`src/rtl/seq_add_pkg.sv`:
```
// seq_add_pkg: shared types and default constants for the sequential adder.
//   state_t   : controller states (IDLE, RUN, DONE)
//   WIDTH_DEF : default operand/sum width in bits
//   CHUNK_DEF : default number of bits added per RUN cycle
package seq_add_pkg;

    typedef enum logic [1:0] {
        IDLE = 2'd0,
        RUN  = 2'd1,
        DONE = 2'd2
    } state_t;

    localparam int WIDTH_DEF = 8;
    localparam int CHUNK_DEF = 1;

endpackage

```
`src/rtl/seq_add_chunk_add.sv`:
```
// chunk_add: CHUNK-bit ripple-carry adder built from 1-bit full-adder cells.
//   x, y : CHUNK-bit addends
//   ci   : carry-in
//   s    : CHUNK-bit sum
//   co   : carry-out of the most significant cell
module chunk_add #(
    parameter int CHUNK = 1
) (
    input  logic [CHUNK-1:0] x,
    input  logic [CHUNK-1:0] y,
    input  logic             ci,
    output logic [CHUNK-1:0] s,
    output logic             co
);

    // c_s[i] is the carry into cell i; c_s[CHUNK] leaves the chunk.
    logic [CHUNK:0] c_s;

    assign c_s[0] = ci;

    for (genvar i = 0; i < CHUNK; i++) begin : g_fa
        assign s[i]     = x[i] ^ y[i] ^ c_s[i];
        assign c_s[i+1] = (x[i] & y[i]) | (c_s[i] & (x[i] ^ y[i]));
    end

    assign co = c_s[CHUNK];

endmodule

```
`src/rtl/seq_add.sv`:
```
// seq_add: sequential adder, CHUNK bits per cycle over WIDTH/CHUNK RUN cycles.
//   clk   : clock, rising edge
//   rst   : asynchronous active-high reset
//   start : begin an addition (accepted when ready is high)
//   a, b  : WIDTH-bit operands, sampled on acceptance
//   cin   : carry-in, sampled on acceptance
//   ready : high while IDLE
//   sum   : registered result, updated only on entry to DONE
//   cout  : registered carry-out, updated with sum
//   done  : one-cycle pulse while in DONE
//   ovf   : registered signed overflow (only when SEQ_ADD_OVF_EN is defined)
// Optional feature macro: SEQ_ADD_OVF_EN
module seq_add
    import seq_add_pkg::*;
#(
    parameter int WIDTH = WIDTH_DEF,
    parameter int CHUNK = CHUNK_DEF
) (
    input  logic             clk,
    input  logic             rst,
    input  logic             start,
    input  logic [WIDTH-1:0] a,
    input  logic [WIDTH-1:0] b,
    input  logic             cin,
    output logic             ready,
    output logic [WIDTH-1:0] sum,
    output logic             cout,
    output logic             done
`ifdef SEQ_ADD_OVF_EN
    ,
    output logic             ovf
`endif
);

    localparam int N  = WIDTH / CHUNK;
    // One extra bit so the counter can never wrap within an operation.
    localparam int CW = $clog2(N) + 1;
    localparam logic [CW-1:0] LAST = CW'(N - 1);

    if ((WIDTH % CHUNK) != 0) begin : g_bad_chunk
        $error("seq_add: WIDTH must be an integer multiple of CHUNK");
    end

    state_t           state_r;
    state_t           next_state_s;
    logic [WIDTH-1:0] a_r;
    logic [WIDTH-1:0] b_r;
    logic             carry_r;
    logic [CW-1:0]    cnt_r;
    logic [WIDTH-1:0] psum_r;
    logic [WIDTH-1:0] psum_next_s;
    logic [CHUNK-1:0] add_s;
    logic             add_co_s;
    logic             accept_s;
    logic             last_s;
    logic [WIDTH-1:0] sum_r;
    logic             cout_r;
    logic             done_r;

    assign accept_s = start && (state_r == IDLE);
    assign last_s   = (state_r == RUN) && (cnt_r == LAST);
    assign ready    = (state_r == IDLE);
    assign sum      = sum_r;
    assign cout     = cout_r;
    assign done     = done_r;

    chunk_add #(
        .CHUNK (CHUNK)
    ) u_chunk_add (
        .x  (a_r[CHUNK-1:0]),
        .y  (b_r[CHUNK-1:0]),
        .ci (carry_r),
        .s  (add_s),
        .co (add_co_s)
    );

    // Partial sum fills from the MSB side so after N cycles it is aligned.
    always_comb begin
        psum_next_s                    = psum_r >> CHUNK;
        psum_next_s[WIDTH-1 -: CHUNK]  = add_s;
    end

    // Controller state register.
    always_ff @(posedge clk or posedge rst) begin
        if (rst) begin
            state_r <= IDLE;
        end else begin
            state_r <= next_state_s;
        end
    end

    // Controller next-state logic.
    always_comb begin
        next_state_s = state_r;
        case (state_r)
            IDLE: begin
                if (start) begin
                    next_state_s = RUN;
                end else begin
                    next_state_s = IDLE;
                end
            end
            RUN: begin
                if (cnt_r == LAST) begin
                    next_state_s = DONE;
                end else begin
                    next_state_s = RUN;
                end
            end
            DONE:    next_state_s = IDLE;
            default: next_state_s = IDLE;
        endcase
    end

    // Operand shift registers, carry and chunk counter.
    always_ff @(posedge clk or posedge rst) begin
        if (rst) begin
            a_r     <= {WIDTH{1'b0}};
            b_r     <= {WIDTH{1'b0}};
            carry_r <= 1'b0;
            cnt_r   <= {CW{1'b0}};
            psum_r  <= {WIDTH{1'b0}};
        end else if (accept_s) begin
            a_r     <= a;
            b_r     <= b;
            carry_r <= cin;
            cnt_r   <= {CW{1'b0}};
            psum_r  <= {WIDTH{1'b0}};
        end else if (state_r == RUN) begin
            a_r     <= a_r >> CHUNK;
            b_r     <= b_r >> CHUNK;
            carry_r <= add_co_s;
            cnt_r   <= cnt_r + {{(CW-1){1'b0}}, 1'b1};
            psum_r  <= psum_next_s;
        end else begin
            a_r     <= a_r;
            b_r     <= b_r;
            carry_r <= carry_r;
            cnt_r   <= cnt_r;
            psum_r  <= psum_r;
        end
    end

    // Result registers, loaded only on the final RUN cycle.
    always_ff @(posedge clk or posedge rst) begin
        if (rst) begin
            sum_r  <= {WIDTH{1'b0}};
            cout_r <= 1'b0;
            done_r <= 1'b0;
        end else if (last_s) begin
            sum_r  <= psum_next_s;
            cout_r <= add_co_s;
            done_r <= 1'b1;
        end else begin
            sum_r  <= sum_r;
            cout_r <= cout_r;
            done_r <= 1'b0;
        end
    end

`ifdef SEQ_ADD_OVF_EN
    // The operand registers shift away their MSBs, so keep copies for ovf.
    logic a_msb_r;
    logic b_msb_r;
    logic ovf_r;

    assign ovf = ovf_r;

    // Operand sign bits captured at acceptance.
    always_ff @(posedge clk or posedge rst) begin
        if (rst) begin
            a_msb_r <= 1'b0;
            b_msb_r <= 1'b0;
        end else if (accept_s) begin
            a_msb_r <= a[WIDTH-1];
            b_msb_r <= b[WIDTH-1];
        end else begin
            a_msb_r <= a_msb_r;
            b_msb_r <= b_msb_r;
        end
    end

    // Signed overflow, registered alongside sum.
    always_ff @(posedge clk or posedge rst) begin
        if (rst) begin
            ovf_r <= 1'b0;
        end else if (last_s) begin
            ovf_r <= (a_msb_r == b_msb_r) && (psum_next_s[WIDTH-1] != a_msb_r);
        end else begin
            ovf_r <= ovf_r;
        end
    end
`endif

endmodule

```
`config.mk`:
```
export PLATFORM = sky130hd
export DESIGN_NAME = seq_add
export DESIGN_NICKNAME = d
export VERILOG_FILES = /design/src/rtl/seq_add_pkg.sv /design/src/rtl/seq_add_chunk_add.sv /design/src/rtl/seq_add.sv
export SDC_FILE = /design/constraint.sdc
export NUM_CORES = 1
export LEC_CHECK = 0
export ABC_AREA = 1
export BUFFER_PORTS_ARGS = -buffer_cell sky130_fd_sc_hd__buf_2
export CORE_MARGIN = 2
export CORE_UTILIZATION = 49
export DETAILED_ROUTE_END_ITERATION = 6
export GPL_ROUTABILITY_DRIVEN = 0
export HOLD_SLACK_MARGIN = 0.03
export PLACE_DENSITY_LB_ADDON = 0.1
export SETUP_SLACK_MARGIN = 0.5
export SLEW_MARGIN = 20
export SYNTH_ARGS = -nofsm -noshare
export SYNTH_HDL_FRONTEND = slang
export SYNTH_HIERARCHICAL = 1
export SYNTH_SLANG_ARGS = --single-unit
```
`constraint.sdc`:
```
create_clock -name clk -period 1.1 [get_ports clk]
set_input_delay 0.22 -clock clk [delete_from_list [all_inputs] [get_ports clk]]
set_output_delay 0.22 -clock clk [all_outputs]
set_load 0.03 [all_outputs]
```
==> results.yml, run 1 <==
synthesis:
  netlist_instances: 195
  yosys_warnings: 6
  synthesis.nets: 217
  ys_seq_area_share_pct: 57.9
  synth_seq_cells: 40
  netlist_area_sq_um: 1730
  ys_types: 18
  syn_area_per_cell_sq_um: 8.87
worst_setup_path:
  cp_data_arrival_time_ns: 1.11
  crit_type: "flip-flop to primary output"
  critical_path.max_stage_delay_ns: 0.45
  cp.required_ns: 0.88
  worst-r2r-setup-slack_ns: -0.20
  cp_cell_sequence: "nor2_4 -> buf_6"
  r2r_start: "state_r[0]"
  startpoint_type: "flip-flop"
  end_kind: "primary output"
  cp_max_fo: 2
  critPathSlowestCell: "dfrtp_2"
  r2r_cells: 7
  worstReg2RegEnd: "psum_r[4]"
power:
  combPwrFrac_pct: 54.3
  clkPwrFrac_pct: 10.3
  cellPowerDensity_nw_per_um2: 2790
  leakage_nw: 1.29
  ir_drop_mv: 1.59
  swShare_pct: 40.3
  power_switching_mw: 2.90
  seqPwrFrac_pct: 35.5
  power.internal_mw: 4.29
floorplanning:
  die_width_um: 63.4
  num_rows: 21
  die-height_um: 63.4
  die_area_sq_um: 4020
  core_area_sq_um: 3360
  ios: 31
  floorplan.initialDensity_pct: 51.4
cells_and_area:
  layout-drive-gt1-share_pct: 43.5
  num-nets-final: 283
  postLayoutCoreUtil_pct: 76.6
  n_fill_cell: 255
  layout_common_cells: "nand2_1 (80), nand3_1 (30), dfrtp_1 (30)"
  layout_commonest_cell: "nand2_1"
  diodes: 0
  area.growth.synth_to_final_pct: 48.9
timing:
  holdWs_ns: -0.178
  tns_ns: -5.07
  rsz0062_at_grt: "yes"
  worstMarginPinSlew_ns: 0.374
  slew_viol_final: 0
  setup_viol: 50
  period_needed_ns: 1.33
  skew_ns: 0.0177
  fmax_ghz: 0.750
  fin_crit_sh_pct: 121
  setup_ws_ns: -0.234
  slew-limit-headroom_pct: 75.0
  finalHoldViolCount: 13
drt:
  wire_per_inst_um: 13.8
  via_per_inst: 5.02
  drtAntennaViolNets: 0
  drtIter0Drc: 31
  num_vias: 1547
  wl_mm: 4.26
  drc: 0
  firstDrtPassIters: 4
job:
  drv_cap: 0
placement:
  dp_slack_ns: -0.0788
  hpwl_mm: 2.53
  portBuffers: 30
global_routing:
  grt_first_pass_wirelength_mm: 7.13
  antenna_found_initial: 0
  grtUsageTotal_pct: 23.2
  grt_pass1_vias: 1533
  grt_max_degree: 20
  overflow: 0
cts:
  clk_path_buf_depth: 2
  clk_latency_ns: 0.36
  htreeDepth: 2
  cts_tree: "done"
  cts_buffers: 5
  cts.sinks: 40
  cts-root-buf: "clkbuf_4"
  clk_pin_slew_worst_paths_ns: 0.13
worst_hold_path:
  hold_class: "primary input to async pin"
outcome:
  status: "complete, but fails checks"
  failed_checks: "hold timing, setup timing"
-- synth_stat cells (all sizes together) --
master | n | area, sq um
inv | 7 | 31.3
ha | 1 | 12.5
nor2 | 6 | 32.5
nand2 | 90 | 348
buf | 8 | 62.6
nand3 | 34 | 170
a21oi | 1 | 5.00
fa | 1 | 20.0
o21ai | 7 | 46.3
dfrtp | 40 | 1000
-- worst max-delay path, delay by kind of cell (launching register included) --
family | cells | cell delay (ns)
simple gates | 1 | 0.16
flops | 1 | 0.45
buf+inv | 1 | 0.15
-- worst max-delay path by stage --
stage	startpoint	endpoint	slack, ns	depth (start not counted)
after floorplan	carry_r	sum[7]	0.02	3
after global placement	carry_r	sum[7]	-0.01	3
after detailed placement	cnt_r[1]	sum[5]	-0.08	5
after CTS	state_r[0]	ready	-0.23	2
after global routing	state_r[0]	ready	-0.27	2
final	state_r[0]	ready	-0.23	2
-- timing repair --
action	CTS	global route
pin swaps	7	7
resized for setup	47	14
gates cloned	4	1
endpoints found under the setup margin	51	51
setup buffers	12	5
hold endpoints to repair	13	13
-- power by group through the flow --
| stage | clock (mW) | sequential [mW] | combinational (mW) |
|---|---|---|---|
| 5_1_grt | 0.827 | 2.63 | 4.24 |
| 6_report | 0.740 | 2.55 | 3.90 |
| 4_1_cts | 0.759 | 2.53 | 3.49 |
| 2_1_floorplan | 0 | 2.78 | 1.47 |
| 3_3_place_gp | 0 | 2.48 | 2.44 |
| 3_5_place_dp | 0 | 2.51 | 2.51 |
-- metal layers --
metal  up-vias  wire (um)  track usage (%)
li1        757          -                -
met1       744       1710             27.5
met5         -          0                0
met3         7        159             5.89
met4         0         48             7.88
met2        39       2340             40.7
-- area by class of cell --
type	count	area (sq um)	area share, %
inverters	7	35.0	1.36
repair buffers	65	639	24.8
multi-input cells	142	773	30.0
well taps	46	57.6	2.24
flip-flops and latches	40	1010	39.4
clock buffers	5	37.5	1.46
clock inverters	3	18.8	0.729
-- through the flow --
step / cells / area, sq um / total power, mW
after floorplan: 195 / 1780 / 4.25
after global placement: 278 / 2070 / 4.92
after detailed placement: 278 / 2070 / 5.02
after CTS: 302 / 2450 / 6.79
after global routing: 308 / 2570 / 7.69
final: 308 / 2570 / 7.19
-- registers in the layout (all words and copies together), names as in the netlist --
register,cells
b_r,8
done,1
state_r,2
cnt_r,4
psum_r,7
cout,1
carry_r,1
a_r,8
sum,8
-- kinds of logic after synthesis --
kind of cell,count (synthesis),share of synthesized area (%)
fa+ha+maj,2,1.88
buf+inv,15,5.43
compound gates,8,2.97
simple gates,130,31.8
flops,40,57.9
Power figures use the tool's default switching activity.
==> run 2: changes to the inputs <==
--- a/config.mk
+++ b/config.mk
@@ -8,7 +8,7 @@
 export ABC_AREA = 1
 export BUFFER_PORTS_ARGS = -buffer_cell sky130_fd_sc_hd__buf_2
 export CORE_MARGIN = 2
-export CORE_UTILIZATION = 49
+export CORE_UTILIZATION = 25
 export DETAILED_ROUTE_END_ITERATION = 6
 export GPL_ROUTABILITY_DRIVEN = 0
 export HOLD_SLACK_MARGIN = 0.03
==> run 2 against run 1 <==
  * The run still ends with hold timing, setup timing left
  * Critical endpoint unchanged
  * Global-route usage down 11 points
  * First-iteration DRC count up 19%
  * Cell area down 3.7%
  * Power down 4.4%
  * Largest power group unchanged
  * Routed wire length down 2.4%
==> results.yml, run 2 (same netlist as run 1, synthesis figures left out) <==
outcome:
  status: "complete, but fails checks"
  failed_checks: "hold timing, setup timing"
timing:
  setup_ws_ns: -0.116
  fmax_ghz: 0.822
  finalHoldViolCount: 12
  worstMarginPinSlew_ns: 0.371
  fin_crit_sh_pct: 111
  slew_viol_final: 0
  setup_viol: 36
  holdWs_ns: -0.0937
  rsz0062_at_grt: "yes"
  slew-limit-headroom_pct: 75.2
  period_needed_ns: 1.22
  skew_ns: 0.00294
power:
  leakage_nw: 1.22
  power.internal_mw: 4.19
  power_switching_mw: 2.69
  clkPwrFrac_pct: 14.6
  cellPowerDensity_nw_per_um2: 2770
  swShare_pct: 39.1
  seqPwrFrac_pct: 36.7
  fin_total_pwr_mw: 6.88
  ir_drop_mv: 0.809
  combPwrFrac_pct: 48.7
worst_setup_path:
  crit_type: "flip-flop to primary output"
  startpoint_type: "flip-flop"
  cp.required_ns: 0.88
  cp_data_arrival_time_ns: 1.00
  end_kind: "primary output"
  cp_max_fo: 2
global_routing:
  grt_first_pass_wirelength_mm: 7.07
  antenna_found_initial: 0
  overflow: 0
  grtUsageTotal_pct: 12.1
  grt_pass1_vias: 1424
  grt_max_degree: 27
cells_and_area:
  stdcell_count: 334
  layout_common_cells: "nand2_1 (80), nand3_1 (33), dfrtp_1 (30)"
  postLayoutCoreUtil_pct: 36.7
  num-nets-final: 275
  area.growth.synth_to_final_pct: 43.4
  register_area_sq_um: 1010
  diodes: 0
  layout-drive-gt1-share_pct: 38.6
  n_fill_cell: 721
  multi_input_comb_area_sq_um: 748
  layout_commonest_cell: "nand2_1"
cts:
  cts-root-buf: "clkbuf_8"
  cts_tree: "done"
  cts.sinks: 40
  cts_buffers: 5
  clk_latency_ns: 0.29
  htreeDepth: 2
  clk_pin_slew_worst_paths_ns: 0.08
  clk_path_buf_depth: 2
floorplanning:
  die_area_sq_um: 7600
  core_area_sq_um: 6760
  num_rows: 30
  floorplan.initialDensity_pct: 25.6
  die_width_um: 87.2
  die-height_um: 87.2
  ios: 31
drt:
  met2_length_mm: 1.91
  drtIter0Drc: 37
  via_per_inst: 4.33
  routedLengthMet1_mm: 2.06
  top_layer_used: "met4"
  num_vias: 1446
  drc: 0
  wire_per_inst_um: 12.4
  drtAntennaViolNets: 0
  wl_mm: 4.16
  met3_length_um: 161
  firstDrtPassIters: 4
placement:
  dp.cells: 315
  portBuffers: 30
  dp_slack_ns: -0.117
  hpwl_mm: 2.71
worst_hold_path:
  hold_class: "primary input to async pin"
job:
  drv_cap: 0
[run 2: cell types whose count changed in the layout (fill, tap and decap cells not counted), sizes merged]
cell and change:
clkinv -3, buf -7, clkbuf +2
[run 2: layer usage]
layer | vias up | track usage [%]
met5 | - | 0
met4 | 0 | 3.36
met3 | 4 | 3.13
met2 | 32 | 18.7
met1 | 670 | 16.8
li1 | 740 | -
[run 2: repair_timing]
item                                    4_1_cts  5_1_grt
pin swaps                                     7       12
endpoints found under the hold margin        12       12
gates resized for setup                      39       11
setup buffers                                 4        5
endpoints found under the setup margin       51       51
gates cloned                                  1        1
[run 2: power by group through the flow]
stage | clock [mW] | sequential [mW] | combinational [mW]
floorplan | 0 | 2.78 | 1.47
global placement | 0 | 2.49 | 2.59
detailed placement | 0 | 2.48 | 2.60
CTS | 1.06 | 2.52 | 3.21
global route | 1.13 | 2.59 | 3.70
finish | 1.01 | 2.52 | 3.35
[run 2: layout make-up]
type / count / area share, %
inverter: 7 / 1.41
timing repair buffer: 57 / 19.9
clock buffer: 8 / 3.63
tap: 80 / 4.04
sequential: 40 / 40.9
multi-input combinational: 142 / 30.2
[run 2: path summary, 6_finish.rpt]
kind / start / endpoint / slack (ns) / cells after the start
worst max-delay path: state_r[1] / ready / -0.12 / 2
worst min-delay path: rst / psum_r[6] / -0.09 / 2
worst max register to register: cnt_r[1] / sum[1] / -0.07 / 6
worst min register to register: psum_r[6] / sum[5] / 0.47 / 2
max in group asynchronous: rst / a_r[7] / 0.80 / 3
min in group clk: a[7] / a_r[7] / 0.16 / 3
[run 2: metrics by stage]
| step | TNS, ns | cell area [sq um] |
|---|---|---|
| after floorplan | 0 | 1780 |
| after global placement | -0.719 | 2120 |
| after detailed placement | -0.896 | 2120 |
| after CTS | -1.28 | 2400 |
| after global routing | -4.09 | 2480 |
| final | -1.41 | 2480 |
[run 2: worst max-delay path, cell delays in order (launching register included)]
cell,delay (ns)
dfrtp_1,0.41
nor2_4,0.15
buf_6,0.14
